[config.mk]
export PLATFORM = sky130hd
export DESIGN_NAME = clint
export DESIGN_NICKNAME = d
export VERILOG_FILES = /design/src/rtl/clint.sv
export SDC_FILE = /design/constraint.sdc
export NUM_CORES = 1
export LEC_CHECK = 0
export ABC_AREA = 1
export ABC_CLOCK_PERIOD_IN_PS = 8060
export CAP_MARGIN = 20
export CELL_PAD_IN_SITES_DETAIL_PLACEMENT = 1
export CELL_PAD_IN_SITES_GLOBAL_PLACEMENT = 2
export CORE_MARGIN = 4
export CORE_UTILIZATION = 40
export DETAILED_ROUTE_END_ITERATION = 7
export DONT_BUFFER_PORTS = 1
export GPL_TIMING_DRIVEN = 0
export PLACE_DENSITY = 0.95
export SETUP_SLACK_MARGIN = 0.2
export SLEW_MARGIN = 20
export SYNTH_ARGS = -nofsm -noshare
export SYNTH_HDL_FRONTEND = slang
export SYNTH_SLANG_ARGS = --single-unit
[constraint.sdc]
create_clock -name clk_i -period 8.06 [get_ports clk_i]
set_input_delay 0.403 -clock clk_i [delete_from_list [all_inputs] [get_ports clk_i]]
set_output_delay 0.403 -clock clk_i [all_outputs]
set_load 0.01 [all_outputs]
[src/rtl/clint.sv]
// clint: core-local interruptor holding mtime/mtimecmp/msip behind a Wishbone-classic slave,
// driving the machine software/timer/external interrupt lines.
module clint #(
    parameter int unsigned TICK_DIV = 1
) (
    input  logic        clk_i,
    input  logic        rst_i,
    input  logic [15:0] wbs_addr_i,
    input  logic [31:0] wbs_dat_i,
    input  logic [3:0]  wbs_sel_i,
    input  logic        wbs_we_i,
    input  logic        wbs_cyc_i,
    input  logic        wbs_stb_i,
    output logic [31:0] wbs_dat_o,
    output logic        wbs_ack_o,
    output logic        wbs_err_o,
    input  logic        ext_irq_i,
    output logic        xint_msip_o,
    output logic        xint_mtip_o,
    output logic        xint_meip_o
);
    localparam logic [15:0] PRE_MAX = 16'(TICK_DIV - 1);
    logic [63:0] mtime, mtimecmp;
    logic [15:0] presc;
    logic [1:0]  meip_sync;
    logic [31:0] rdata;
    logic        msip, mtip, req, hit, wr, tick;
    logic        sel_msip, sel_cmp_lo, sel_cmp_hi, sel_time_lo, sel_time_hi;

    function automatic logic [31:0] merge(input logic [31:0] old, input logic [31:0] val, input logic [3:0] sel);
        logic [31:0] r;
        for (int i = 0; i < 4; i++) r[8*i +: 8] = sel[i] ? val[8*i +: 8] : old[8*i +: 8];
        return r;
    endfunction

    // Exact-word decode also rejects any misaligned offset.
    assign sel_msip    = wbs_addr_i == 16'h0000;
    assign sel_cmp_lo  = wbs_addr_i == 16'h4000;
    assign sel_cmp_hi  = wbs_addr_i == 16'h4004;
    assign sel_time_lo = wbs_addr_i == 16'hBFF8;
    assign sel_time_hi = wbs_addr_i == 16'hBFFC;
    assign hit  = sel_msip | sel_cmp_lo | sel_cmp_hi | sel_time_lo | sel_time_hi;
    assign req  = wbs_cyc_i & wbs_stb_i & ~wbs_ack_o & ~wbs_err_o;
    assign wr   = req & hit & wbs_we_i;
    assign tick = presc == PRE_MAX;
    assign rdata = sel_msip   ? {31'b0, msip} :
                   sel_cmp_lo ? mtimecmp[31:0] :
                   sel_cmp_hi ? mtimecmp[63:32] :
                   sel_time_lo ? mtime[31:0] : mtime[63:32];

    assign xint_msip_o = msip;
    assign xint_mtip_o = mtip;
    assign xint_meip_o = meip_sync[1];

    always_ff @(posedge clk_i or posedge rst_i) begin
        if (rst_i) begin
            mtime     <= '0;
            mtimecmp  <= '1;
            msip      <= 1'b0;
            mtip      <= 1'b0;
            presc     <= '0;
            meip_sync <= '0;
            wbs_ack_o <= 1'b0;
            wbs_err_o <= 1'b0;
            wbs_dat_o <= '0;
        end else begin
            presc     <= tick ? '0 : presc + 16'd1;
            meip_sync <= {meip_sync[0], ext_irq_i};
            mtip      <= mtime >= mtimecmp;
            wbs_ack_o <= req & hit;
            wbs_err_o <= req & ~hit;
            wbs_dat_o <= (req & hit & ~wbs_we_i) ? rdata : '0;
            if (wr & sel_msip & wbs_sel_i[0])
                msip <= wbs_dat_i[0];
            if (wr & sel_cmp_lo)
                mtimecmp[31:0] <= merge(mtimecmp[31:0], wbs_dat_i, wbs_sel_i);
            if (wr & sel_cmp_hi)
                mtimecmp[63:32] <= merge(mtimecmp[63:32], wbs_dat_i, wbs_sel_i);
            // A bus write to either half swallows a coincident tick.
            if (wr & sel_time_lo)
                mtime[31:0] <= merge(mtime[31:0], wbs_dat_i, wbs_sel_i);
            else if (wr & sel_time_hi)
                mtime[63:32] <= merge(mtime[63:32], wbs_dat_i, wbs_sel_i);
            else if (tick)
                mtime <= mtime + 64'd1;
        end
    end
endmodule

==> metrics.csv <==
stage;metric;value;unit
place;port_buffers;0;
sta;hold_ws;48.5;ps
sta;maxSlewHeadroom;0.220;
worst_hold_path;hold_path.startpoint;wbs_dat_i[24];
clock_network;clk_latency;470;ps
final_layout;syn_to_final_growth;9.38;%
final_layout;fin_cells;2351;
global_routing;grt_max_degree;100;
sta;hold_viol;0;
run_status;status;finished, final reports clean;
final_layout;ff_latch_area;4630;sq um
global_routing;grt_overflow;0;
routing;wl_per_cell;25.0;um
place;place.gp.congestion;1.02;
pwr;p_leak;6.35;nW
final_layout;nets;2029;
floorplanning;core-area;31900;sq um
sta;setup_viol_count_final;0;
worst_setup_path;cp_num_buf_inv;1;
worst_setup_path;rrSetupSlack;5350;ps
synthesis;ys_ff_latch;182;
place;hpwl;46400;um
pwr;comb_power_share;0.024;
synthesis;ys.flop_type;dfrtp_1;
sta;period_share;0.337;
routing;drt-initial-drc-count;1450;
sta;maxSlewViolCount;0;
synthesis;yosys.area_share.adder;0.0642;
worst_setup_path;cp.required;8420;ps
synthesis;synth_top_area_cell;dfrtp_1;
worst_setup_path;slowest_delay;530;ps
pwr;powerDensity;133;nW/um^2
floorplanning;num_rows;65;
floorplanning;die-height;189;um
synthesis;synth_edf_count;0;
worst_setup_path;critical-path-top-delay-family;simple AND/OR/NAND/NOR gates;
routing;wl;58800;um
synthesis;synth.avg_cell_area;6.94;sq um
synthesis;synthMuxAreaShare;0;
worst_setup_path;cp-startpoint;mtime[0]$_DFFE_PP0P_;
floorplanning;initial_core_util;0.410;
clock_network;htree_levels;4;
clock_network;clk_pin_slew;80;ps
synthesis;yosys.area_share.simple;0.340;
clock_network;cts_resized;0;
clock_network;cts_tree;built;
floorplanning;io_pins;95;
clock_network;numCtsBuffers;17;
final_layout;insertedDiodeCount;0;
synthesis;synth_seq_area_share;0.355;
sta;rsz0062_at_grt;false;
synthesis;synth-async-reset-ratio;1.00;
worst_setup_path;crit_chain;ha_1, nand3_1, nor2_1, inv_1, nor2_1, nand2_1, o21ai_0, nand2_1, nand2_1, nand2_1, nand3_1, nand2_1;
worst_setup_path;cpMaxStageDelayCell;dfrtp_1;
synthesis;synthCells;1882;
routing;ant_nets;0;
worst_setup_path;path_common_cell;nand2_1;
worst_hold_path;min_path_cells;2;
worst_setup_path;reg2reg_to;mtime[62]$_DFFE_PP0P_;
worst_hold_path;hold_end;mtimecmp[56]$_DFFE_PP1P_;
pwr;power;1.90;mW
synthesis;synthXorXnorAreaFrac;0.0335;
sta;max_freq;0.369;GHz
routing;drc;0;
synthesis;synth_top_family_by_area;simple AND/OR/NAND/NOR gates;
clock_network;clockBufferDepth;2;
routing;viasPerCell;5.83;
pwr;p_int;1.45;mW
floorplanning;fp.dieArea;35600;sq um
worst_setup_path;arrival;3080;ps
global_routing;grt_pass1_wl;88200;um
worst_setup_path;cp-end-kind;register;
synthesis;synth_cell_types;42;
worst_setup_path;startpoint_type;register;
synthesis;synth_compound_area_frac;0.110;
global_routing;grt_pass1_vias;13800;
pwr;clkPwrFrac;0.495;
sta;worst_slew_pin_slew;1170;ps
pwr;p_sw_frac;0.237;
sta;tns;0;ps
synthesis;synth_top_area_frac;0.226;
final_layout;fillers;4183;
floorplanning;die_w;189;um
final_layout;multiInputGateArea;7160;sq um
synthesis;ys_warn_count;0;
synthesis;syn_nets;2007;
worst_setup_path;crit_path_max_fanout;7;
job;cap_violations;0;
worst_setup_path;regToRegStartpoint;mtime[0]$_DFFE_PP0P_;
synthesis;syn_area;13100;sq um
final_layout;final_util;0.448;
routing;drt_pass1_iterations;5;
worst_setup_path;ff2ff_path_depth;12;
worst_setup_path;path_class;reg -> reg;
pwr;seqPwrFrac;0.482;
pwr;peakVddDrop;0.153;mV
clock_network;clock_sinks;182;
sta;finalCriticalPeriod;2710;ps
sta;finClkSkew;13.3;ps
final_layout;drive_gt1_frac;0.0898;
synthesis;synth.area.top_cells;dfrtp_1 23%, nand2_1 17%, dfstp_2 13%;
global_routing;antenna_found_initial;1;
clock_network;root_buffer;clkbuf_16;
place;dp.cells;2318;
global_routing;grtUsageTotal;0.329;
pwr;p_switching;0.451;mW
routing;vias;13700;
worst_hold_path;hold_class;in -> reg;
## synthesized netlist by cell type, types with 9 or more instances
master    count
inv_1       238
nor3_1       42
a21oi_1      60
dfrtp_1     118
o21ai_1      66
clkbuf_1     26
buf_2        14
nand3_1     100
buf_4        14
a211oi_1     11
o21ai_0      47
a22oi_1      12
xor2_1       44
nand2_2       9
nand4_1      80
o211ai_1     39
nand2_1     580
ha_1         67
dfstp_2      64
nor2_1      191
## layout make-up
cell class	instances	area share
Timing Repair Buffer	3	0.00333
Inverter	241	0.0639
Buffer	64	0.0254
Tap cell	435	0.0381
Clock inverter	11	0.0121
Multi-Input combinational cell	1395	0.501
Sequential cell	182	0.324
Clock buffer	20	0.0313
## how the worst max path moves through the flow
| stage | to | slack, ps | depth (start not counted) |
|---|---|---|---|
| floorplan | meip_sync[0]$_DFF_PP0_ | 2820 | 1 |
| global placement | wbs_dat_o[25]$_DFF_PP0_ | 700 | 1 |
| detailed placement | wbs_dat_o[29]$_DFF_PP0_ | 5100 | 10 |
| CTS | mtime[62]$_DFFE_PP0P_ | 5410 | 12 |
| global route | mtime[62]$_DFFE_PP0P_ | 5190 | 12 |
| finish | mtime[62]$_DFFE_PP0P_ | 5350 | 12 |
## stage by stage
stage | instance area, sq um | worst slack, ps
after global routing | 14300 | 5190
after detailed placement | 13600 | 5100
final | 14300 | 5350
after floorplan | 13100 | 2820
after CTS | 14300 | 5410
after global placement | 13600 | 703
## placed cells by master, fill, tap and decap left out, types with 3 or more instances in the layout
cell / synthesis / final
buf_1: 3 / 3
nor2_2: 4 / 4
buf_4: 14 / 14
nand4_2: 3 / 3
dfrtp_1: 118 / 118
buf_2: 14 / 14
nor3_1: 42 / 42
a22oi_1: 12 / 12
nand3_2: 7 / 7
a211oi_1: 11 / 11
nor2_4: 7 / 7
xor2_1: 44 / 44
o211ai_1: 39 / 39
nand3_1: 100 / 100
dfstp_2: 64 / 64
o21ai_0: 47 / 47
xnor2_1: 6 / 6
buf_6: 7 / 7
bufinv_16: 0 / 4
nand2_2: 9 / 9
nor2_1: 191 / 191
o21ai_1: 66 / 66
inv_1: 238 / 237
nand4_1: 80 / 80
a21oi_1: 60 / 60
clkbuf_1: 26 / 28
ha_1: 67 / 67
nand2_1: 580 / 580
clkbuf_16: 0 / 17
o21ai_2: 5 / 5
## power groups by stage
stage               Combinational (mW)  Sequential, mW  Clock (mW)
floorplan                       0.0288           0.932           0
global placement                0.0418           0.932           0
detailed placement              0.0452           0.932           0
CTS                             0.0467           0.916       0.950
global route                    0.0521           0.915       0.992
finish                          0.0456           0.916       0.940
## routing by layer
metal | share of wire | vias up | global-route usage | wire length, um
met2 | 0.44 | 571 | 0.505 | 25700
met4 | 0.033 | 0 | 0.107 | 1930
li1 | - | 6173 | - | -
met5 | 0 | - | 0 | 0
met1 | 0.45 | 6866 | 0.470 | 26500
met3 | 0.080 | 99 | 0.0626 | 4690
## logic make-up after synthesis
logic type | after synthesis
XOR/XNOR | 50
buffers and inverters | 305
flip-flops | 182
adder cells (fa/ha/maj) | 67
AND/OR/NAND/NOR | 1031
AO/OA/AOI/OAI | 247
## flip-flops by register name, summed over array words and instances (netlist names), 2 cells and up
signal,count
presc,16
wbs_dat_o,32
mtimecmp,64
mtime,64
meip_sync,2
## repair_timing
| action | in CTS | in global routing |
|---|---|---|
| endpoints found under the hold margin | 59 | 0 |
| buffers inserted | 0 | 0 |
| hold buffers | 2 | 0 |
Power figures use the tool's default switching activity.
